[src/rtl/exc_pkg.sv]
// exc_pkg: shared types and constants for the exception controller slice.
//   exc_state_t       : controller states (IDLE, FLUSH, HANDLER, RETURN)
//   ES_NONE           : ESR value when nothing has been taken
//   ES_NOTINSTR       : ESR code reported for decoder NotAnInstr (source 1)
//   VEC_ADDR_DEFAULT  : default exception vector
// Optional feature macro used by importers: EXC_STATS_EN.
package exc_pkg;

  typedef enum logic [1:0] {
    IDLE    = 2'd0,
    FLUSH   = 2'd1,
    HANDLER = 2'd2,
    RETURN  = 2'd3
  } exc_state_t;

  localparam int unsigned ES_NONE     = 0;
  localparam int unsigned ES_NOTINSTR = 2;

  localparam logic [63:0] VEC_ADDR_DEFAULT = 64'h0000_0000_0000_00D8;

endpackage

[src/rtl/exc_ctrl_if.sv]
// exc_ctrl_if: core <-> exception controller bundle.
//   master : core side (drives exc_req, pc_i, eret_i; observes the rest)
//   slave  : controller side (drives redirect/target/flush/elr/esr/
//            in_handler/pending/spurious)
// With EXC_STATS_EN defined, taken_cnt_o carries one 8-bit saturating
// take counter per source (source i in bits [8*i+7:8*i]).
interface exc_ctrl_if #(
  parameter int N_SRC = 4,
  parameter int PC_W  = 64,
  parameter int ES_W  = 4
);

  logic [N_SRC-1:0] exc_req;
  logic [PC_W-1:0]  pc_i;
  logic             eret_i;
  logic             redirect_o;
  logic [PC_W-1:0]  target_o;
  logic             flush_o;
  logic [PC_W-1:0]  elr_o;
  logic [ES_W-1:0]  esr_o;
  logic             in_handler_o;
  logic [N_SRC-1:0] pending_o;
  logic             spurious_o;
`ifdef EXC_STATS_EN
  logic [N_SRC*8-1:0] taken_cnt_o;

  modport master (
    output exc_req, pc_i, eret_i,
    input  redirect_o, target_o, flush_o, elr_o, esr_o,
           in_handler_o, pending_o, spurious_o, taken_cnt_o
  );

  modport slave (
    input  exc_req, pc_i, eret_i,
    output redirect_o, target_o, flush_o, elr_o, esr_o,
           in_handler_o, pending_o, spurious_o, taken_cnt_o
  );
`else
  modport master (
    output exc_req, pc_i, eret_i,
    input  redirect_o, target_o, flush_o, elr_o, esr_o,
           in_handler_o, pending_o, spurious_o
  );

  modport slave (
    input  exc_req, pc_i, eret_i,
    output redirect_o, target_o, flush_o, elr_o, esr_o,
           in_handler_o, pending_o, spurious_o
  );
`endif

endinterface

[src/rtl/exc_ctrl_prio_enc.sv]
// prio_enc: fixed-priority encoder, lowest set index wins. Combinational.
//   req    in  N       request vector
//   vld    out 1       any request set
//   onehot out N       one-hot of the winning bit (0 when none)
//   idx    out IDX_W   index of the winning bit (0 when none)
module prio_enc #(
  parameter int N     = 4,
  parameter int IDX_W = (N > 1) ? $clog2(N) : 1
) (
  input  logic [N-1:0]     req,
  output logic             vld,
  output logic [N-1:0]     onehot,
  output logic [IDX_W-1:0] idx
);

  assign vld = |req;

  // Isolate the lowest set bit with two's-complement masking.
  assign onehot = req & (~req + N'(1));

  // Scan downward so the lowest set bit is the last one written.
  always_comb begin
    idx = '0;
    for (int i = N - 1; i >= 0; i--) begin
      if (req[i]) idx = IDX_W'(i);
    end
  end

endmodule

[src/rtl/exc_ctrl.sv]
// exc_ctrl: exception controller for the single-cycle LEGv8 core.
//   clk    in  clock, rising edge
//   reset  in  synchronous, active-high; clears all state
//   bus    slave modport of exc_ctrl_if:
//     exc_req/pc_i/eret_i in; redirect_o/target_o/flush_o/elr_o/esr_o/
//     in_handler_o/pending_o/spurious_o out (all registered)
// Source 0 has highest priority; source i reports ESR code i+1, so the
// decoder's NotAnInstr on source 1 reports 2.
// Optional: define EXC_STATS_EN for per-source 8-bit saturating take
// counters on bus.taken_cnt_o.
module exc_ctrl
  import exc_pkg::*;
#(
  parameter int          N_SRC     = 4,
  parameter int          PC_W      = 64,
  parameter int          ES_W      = 4,
  parameter logic [63:0] VEC_ADDR  = VEC_ADDR_DEFAULT,
  parameter int          FLUSH_CYC = 2
) (
  input logic     clk,
  input logic     reset,
  exc_ctrl_if.slave bus
);

  localparam int              IDX_W      = (N_SRC > 1) ? $clog2(N_SRC) : 1;
  localparam logic [PC_W-1:0] VEC        = PC_W'(VEC_ADDR);
  localparam logic [3:0]      FLUSH_LOAD = 4'(FLUSH_CYC - 1);

  exc_state_t       state;
  logic [N_SRC-1:0] pending;
  logic [N_SRC-1:0] eff;
  logic [N_SRC-1:0] take_oh;
  logic [N_SRC-1:0] take_mask;
  logic             take_vld;
  logic [IDX_W-1:0] take_idx;
  logic [3:0]       flush_cnt;
  logic             redirect_r;
  logic [PC_W-1:0]  target_r;
  logic             flush_r;
  logic [PC_W-1:0]  elr_r;
  logic [ES_W-1:0]  esr_r;
  logic             in_handler_r;
  logic             spurious_r;

  // Requests in their first cycle are eligible together with latched ones.
  assign eff = pending | bus.exc_req;

  prio_enc #(.N(N_SRC), .IDX_W(IDX_W)) u_prio (
    .req    (eff),
    .vld    (take_vld),
    .onehot (take_oh),
    .idx    (take_idx)
  );

  // Only IDLE takes; elsewhere requests just accumulate.
  assign take_mask = (state == IDLE) ? take_oh : '0;

  always_ff @(posedge clk) begin
    if (reset) begin
      state        <= IDLE;
      pending      <= '0;
      flush_cnt    <= '0;
      redirect_r   <= 1'b0;
      target_r     <= '0;
      flush_r      <= 1'b0;
      elr_r        <= '0;
      esr_r        <= ES_W'(ES_NONE);
      in_handler_r <= 1'b0;
      spurious_r   <= 1'b0;
    end else begin
      pending    <= eff & ~take_mask;
      redirect_r <= 1'b0;
      target_r   <= '0;
      spurious_r <= 1'b0;
      case (state)
        IDLE: begin
          if (take_vld) begin
            elr_r      <= bus.pc_i;
            esr_r      <= ES_W'(take_idx) + ES_W'(1);
            redirect_r <= 1'b1;
            target_r   <= VEC;
            flush_r    <= 1'b1;
            flush_cnt  <= FLUSH_LOAD;
            state      <= FLUSH;
          end else if (bus.eret_i) begin
            spurious_r <= 1'b1;
          end
        end
        // FLUSH and RETURN share the flush countdown; only the exit differs.
        FLUSH, RETURN: begin
          if (flush_cnt == 4'd0) begin
            flush_r <= 1'b0;
            if (state == FLUSH) begin
              state        <= HANDLER;
              in_handler_r <= 1'b1;
            end else begin
              state <= IDLE;
            end
          end else begin
            flush_cnt <= flush_cnt - 4'd1;
          end
        end
        HANDLER: begin
          if (bus.eret_i) begin
            in_handler_r <= 1'b0;
            redirect_r   <= 1'b1;
            target_r     <= elr_r;
            flush_r      <= 1'b1;
            flush_cnt    <= FLUSH_LOAD;
            state        <= RETURN;
          end
        end
        default: state <= IDLE;
      endcase
    end
  end

  assign bus.redirect_o   = redirect_r;
  assign bus.target_o     = target_r;
  assign bus.flush_o      = flush_r;
  assign bus.elr_o        = elr_r;
  assign bus.esr_o        = esr_r;
  assign bus.in_handler_o = in_handler_r;
  assign bus.pending_o    = pending;
  assign bus.spurious_o   = spurious_r;

`ifdef EXC_STATS_EN
  logic [7:0] taken_cnt [N_SRC];

  always_ff @(posedge clk) begin
    for (int i = 0; i < N_SRC; i++) begin
      if (reset) begin
        taken_cnt[i] <= '0;
      end else if (take_mask[i] && (taken_cnt[i] != 8'hFF)) begin
        taken_cnt[i] <= taken_cnt[i] + 8'd1;
      end
    end
  end

  for (genvar g = 0; g < N_SRC; g++) begin : g_cnt
    assign bus.taken_cnt_o[g*8 +: 8] = taken_cnt[g];
  end
`endif

endmodule

[src/flat_wrapper.sv]
// flat-port wrapper written by rule: the top's interface ports become plain ports
module exc_ctrl_flat import exc_pkg::*;
#(
  parameter int          N_SRC     = 4,
  parameter int          PC_W      = 64,
  parameter int          ES_W      = 4,
  parameter logic [63:0] VEC_ADDR  = VEC_ADDR_DEFAULT,
  parameter int          FLUSH_CYC = 2
)
  (clk, reset, bus_exc_req, bus_pc_i, bus_eret_i, bus_redirect_o, bus_target_o, bus_flush_o, bus_elr_o, bus_esr_o, bus_in_handler_o, bus_pending_o, bus_spurious_o);
  exc_ctrl_if #(.N_SRC(N_SRC), .PC_W(PC_W), .ES_W(ES_W)) bus_i ();
  input logic clk;
  input logic reset;
  input wire logic [$bits(bus_i.exc_req)-1:0] bus_exc_req;
  input wire logic [$bits(bus_i.pc_i)-1:0] bus_pc_i;
  input wire logic [$bits(bus_i.eret_i)-1:0] bus_eret_i;
  output wire logic [$bits(bus_i.redirect_o)-1:0] bus_redirect_o;
  output wire logic [$bits(bus_i.target_o)-1:0] bus_target_o;
  output wire logic [$bits(bus_i.flush_o)-1:0] bus_flush_o;
  output wire logic [$bits(bus_i.elr_o)-1:0] bus_elr_o;
  output wire logic [$bits(bus_i.esr_o)-1:0] bus_esr_o;
  output wire logic [$bits(bus_i.in_handler_o)-1:0] bus_in_handler_o;
  output wire logic [$bits(bus_i.pending_o)-1:0] bus_pending_o;
  output wire logic [$bits(bus_i.spurious_o)-1:0] bus_spurious_o;
  assign bus_i.exc_req = bus_exc_req;
  assign bus_i.pc_i = bus_pc_i;
  assign bus_i.eret_i = bus_eret_i;
  assign bus_redirect_o = bus_i.redirect_o;
  assign bus_target_o = bus_i.target_o;
  assign bus_flush_o = bus_i.flush_o;
  assign bus_elr_o = bus_i.elr_o;
  assign bus_esr_o = bus_i.esr_o;
  assign bus_in_handler_o = bus_i.in_handler_o;
  assign bus_pending_o = bus_i.pending_o;
  assign bus_spurious_o = bus_i.spurious_o;
  exc_ctrl #(.N_SRC(N_SRC), .PC_W(PC_W), .ES_W(ES_W), .VEC_ADDR(VEC_ADDR), .FLUSH_CYC(FLUSH_CYC)) u_core (.clk(clk), .reset(reset), .bus(bus_i));
endmodule
[config.mk]
export PLATFORM = sky130hd
export DESIGN_NAME = exc_ctrl_flat
export DESIGN_NICKNAME = d
export VERILOG_FILES = /design/src/rtl/exc_pkg.sv /design/src/rtl/exc_ctrl_if.sv /design/src/rtl/exc_ctrl_prio_enc.sv /design/src/rtl/exc_ctrl.sv /design/src/flat_wrapper.sv
export SDC_FILE = /design/constraint.sdc
export NUM_CORES = 1
export LEC_CHECK = 0
export ABC_AREA = 1
export CAP_MARGIN = 10
export CORE_ASPECT_RATIO = 1.25
export CORE_UTILIZATION = 44
export CTS_BUF_LIST = sky130_fd_sc_hd__clkbuf_8
export CTS_CLUSTER_SIZE = 12
export DETAILED_ROUTE_END_ITERATION = 10
export HOLD_SLACK_MARGIN = 0.03
export PLACE_DENSITY = 0.83
export SYNTH_ARGS = -nofsm -noshare
export SYNTH_HDL_FRONTEND = slang
export SYNTH_HIERARCHICAL = 1
export SYNTH_SLANG_ARGS = --single-unit
[constraint.sdc]
create_clock -name clk -period 1.7 [get_ports clk]
set_input_delay 0.34 -clock clk [delete_from_list [all_inputs] [get_ports clk]]
set_output_delay 0.34 -clock clk [all_outputs]
set_load 0.01 [all_outputs]
==> impl_metrics.yaml <==
synth:
  synthXorXnorAreaFrac: 0
  ys_types: 22
  ys_ff_latch: 145
  seq_area_frac_synth: 0.584
  synth_cells: 586
  synth_mux_area_frac: 0
  synthAdderAreaFrac: 0.0202
  avgSynthCellArea_sq_um: 8.48
  synth_nets: 665
  synth-simple-area-share: 0.167
  synth_top_family_by_area: "simple AND/OR/NAND/NOR gates"
  synth-compound-area-share: 0.127
  yosysWarnings: 6
  synth_area_sq_mm: 0.00497
drt:
  routed_wl_um: 13600
  antenna_left: 0
  drtPass1Iterations: 5
  drc: 0
  wire_per_inst_um: 14.4
  drt_iter0_markers: 274
  via_count: 4596
  vias_per_cell: 4.86
critical_path:
  path_cells: "clkdlybuf4s50_1"
  critical_path_class: "reg2out"
  r2r_start: "u_core/bus.pending_o[2]"
  r2r_cells: 8
  path_buf_inv: 1
  startpoint_type: "register"
  end_kind: "primary output"
  crit_fanout: 1
  critPathTopFamily: "buffers and inverters"
  rrSetupSlack_ns: 0.11
  rr_endpoint: "u_core/bus.elr_o[52]"
  cpMaxStageDelayCell: "clkdlybuf4s50_1"
  required_ns: 1.36
  arrival_ns: 1.31
  worst_path_largest_cell_delay_ns: 0.56
timing:
  post-route-period-util: 0.972
  setup_tns_ns: 0
  hold_slack_ns: 0.410
  setup-violations-final: 0
  final.setup_skew_ns: 0.0128
  hold_viol: 0
  slew_viol_final: 0
  timing.fmax_mhz: 605
  period_minus_slack_ns: 1.65
global_routing:
  grt_max_degree: 50
  grt_pass1_vias: 4464
  grt_antenna_before_repair: 0
  grt_first_pass_wirelength_um: 21300
  grt_busiest_layer: "met2"
  grt_use_met1: 0.246
  grt_use_met2: 0.409
  use_met3: 0.0838
  grt_util_all_layers: 0.229
  grt.overflow.total: 0
layout:
  area_growth_pct: 55.6
  layout-drive-gt1-share: 0.0852
  register_area_sq_mm: 0.00290
  multiInputGateArea_sq_mm: 0.00158
  n_fill_cell: 813
  n_antenna_cell: 0
  final_cells: 945
  post-route-util: 0.701
  fin_nets: 877
die:
  die_area_sq_mm: 0.0117
  die_x_um: 97.0
  fp-row-count: 43
  start_util: 0.450
  core-area_sq_mm: 0.0110
  die_height_um: 121
  ioPinCount: 211
clock_network:
  clkSlewWorstSetupHoldPaths_ns: 0.08
  postCtsHoldBufs: 0
  worstSkewPairLatency_ns: 0.43
  cts_inserted_buffers: 17
  cts_buffer_depth: 2
  root_buffer: "clkbuf_8"
  numClockSinks: 145
  cts_max_level: 4
  cts_tree: "built"
hold_path:
  whs_path_depth: 3
  hold_end: "u_core/bus.redirect_o"
  hp-start: "reset"
  min_path_type: "in2reg"
run:
  cap_viol_max_count: 0
place:
  dp_hpwl_um: 9670
  dpl.cell_count: 911
  place.gp.congestion: 0.805
  io_buffer_count: 209
power_and_ir_drop:
  p_leak_nw: 3.68
  peakVddDrop_mv: 1.14
  power.density_mw_per_mm2: 1590
  power_mw: 12.3
status:
  status: "finished clean"
## layout by cell type (no fill, tap or decap), drive strengths merged
cell,netlist,layout
dfxtp,145,145
clkdlybuf4s50,0,142
nor2,89,89
inv,68,71
o21ai,67,67
nand2,57,57
a21oi,51,51
nor3,41,41
dlymetal6s2s,0,34
dlygate4sd2,0,32
buf,20,23
clkbuf,19,21
nand3,14,14
ha,8,8
clkinvlp,0,5
a211oi,4,4
bufinv,0,2
clkinv,1,2
a21boi,1,1
conb,1,1
## power breakdown
group / switching [mW] / total [mW] / leakage [nW] / internal, mW
logic: 2.69 / 4.91 / 2.30 / 2.22
clock network: 1.30 / 2.72 / 0.190 / 1.42
registers: 0.468 / 4.65 / 1.19 / 4.18
## registers in the layout, indices dropped and copies added (netlist names)
name and flops:
u_core/bus.flush_o 1, u_core/bus.pending_o 4, u_core/bus.redirect_o 1, u_core/bus.elr_o 64
u_core/flush_cnt 4, u_core/state 2, u_core/bus.in_handler_o 1, u_core/bus.spurious_o 1
u_core/bus.esr_o 3, u_core/bus.target_o 64
## cell type report
class                      instances  share of cell area
sequential                       145               0.376
multi-input combinational        333               0.205
inverter                          69              0.0340
timing repair buffer             232               0.312
clock inverter                    11              0.0167
tap                              135              0.0219
clock buffer                      20              0.0356
## cell families after synthesis
| group | Yosys count |
|---|---|
| and+or+nand+nor | 201 |
| DFF | 145 |
| AOI/OAI and AO/OA | 123 |
| buffers and inverters | 108 |
| adders and majority gates | 8 |
| other | 1 |
## tightest hold or removal path, cell delays in order
cell,delay [ns]
buf_2,0.11
buf_4,0.27
a21oi_1,0.07
## worst max-delay path by stage
| stage | startpoint | endpoint | slack (ns) | depth (start not counted) |
|---|---|---|---|---|
| after floorplan | bus_exc_req[2] | u_core/bus.target_o[3] | 0.31 | 10 |
| after global placement | bus_exc_req[2] | u_core/bus.esr_o[0] | -0.31 | 9 |
| after detailed placement | bus_exc_req[2] | u_core/bus.esr_o[0] | -0.40 | 9 |
| after CTS | u_core/bus.pending_o[0] | bus_pending_o[0] | 0.004 | 1 |
| after global routing | u_core/bus.pending_o[2] | u_core/bus.elr_o[28] | -0.001 | 8 |
| final | u_core/bus.target_o[46] | bus_target_o[46] | 0.05 | 1 |
## routing by layer
layer  vias to the layer above  wire length, um
met3                        18             1070
li1                       2282                -
met5                         -                0
met2                       195             7030
met4                         0              201
met1                      2101             5300
## cells in the mapped netlist
cell | count | area [sq um]
dfxtp_1 | 145 | 2900
nor2_1 | 89 | 334
inv_1 | 62 | 233
nand2_1 | 54 | 203
a21oi_1 | 51 | 255
o21ai_0 | 44 | 220
nor3_1 | 41 | 205
o21ai_1 | 22 | 110
clkbuf_1 | 19 | 71.3
nand3_1 | 14 | 70.1
buf_6 | 10 | 113
ha_1 | 8 | 100
buf_2 | 7 | 35.0
inv_2 | 6 | 22.5
a211oi_1 | 4 | 30.0
nand2_2 | 3 | 18.8
buf_4 | 2 | 15.0
a21boi_0 | 1 | 7.51
buf_1 | 1 | 3.75
clkinv_2 | 1 | 5.00
conb_1 | 1 | 3.75
o21ai_2 | 1 | 8.76
## metrics by stage
step / area, sq um / worst slack [ns]
global placement: 7220 / -0.305
floorplan: 4970 / 0.310
detailed placement: 7220 / -0.400
global route: 7730 / -0.00129
CTS: 7580 / 0.00438
finish: 7730 / 0.0470
## timing repair
item | CTS | global route
buffers inserted | 0 | 2
pin swaps | 0 | 1
endpoints found under the setup margin | 36 | 50
gates resized for setup | 33 | 36
gates cloned | 0 | 1
Power figures use the tool's default switching activity.
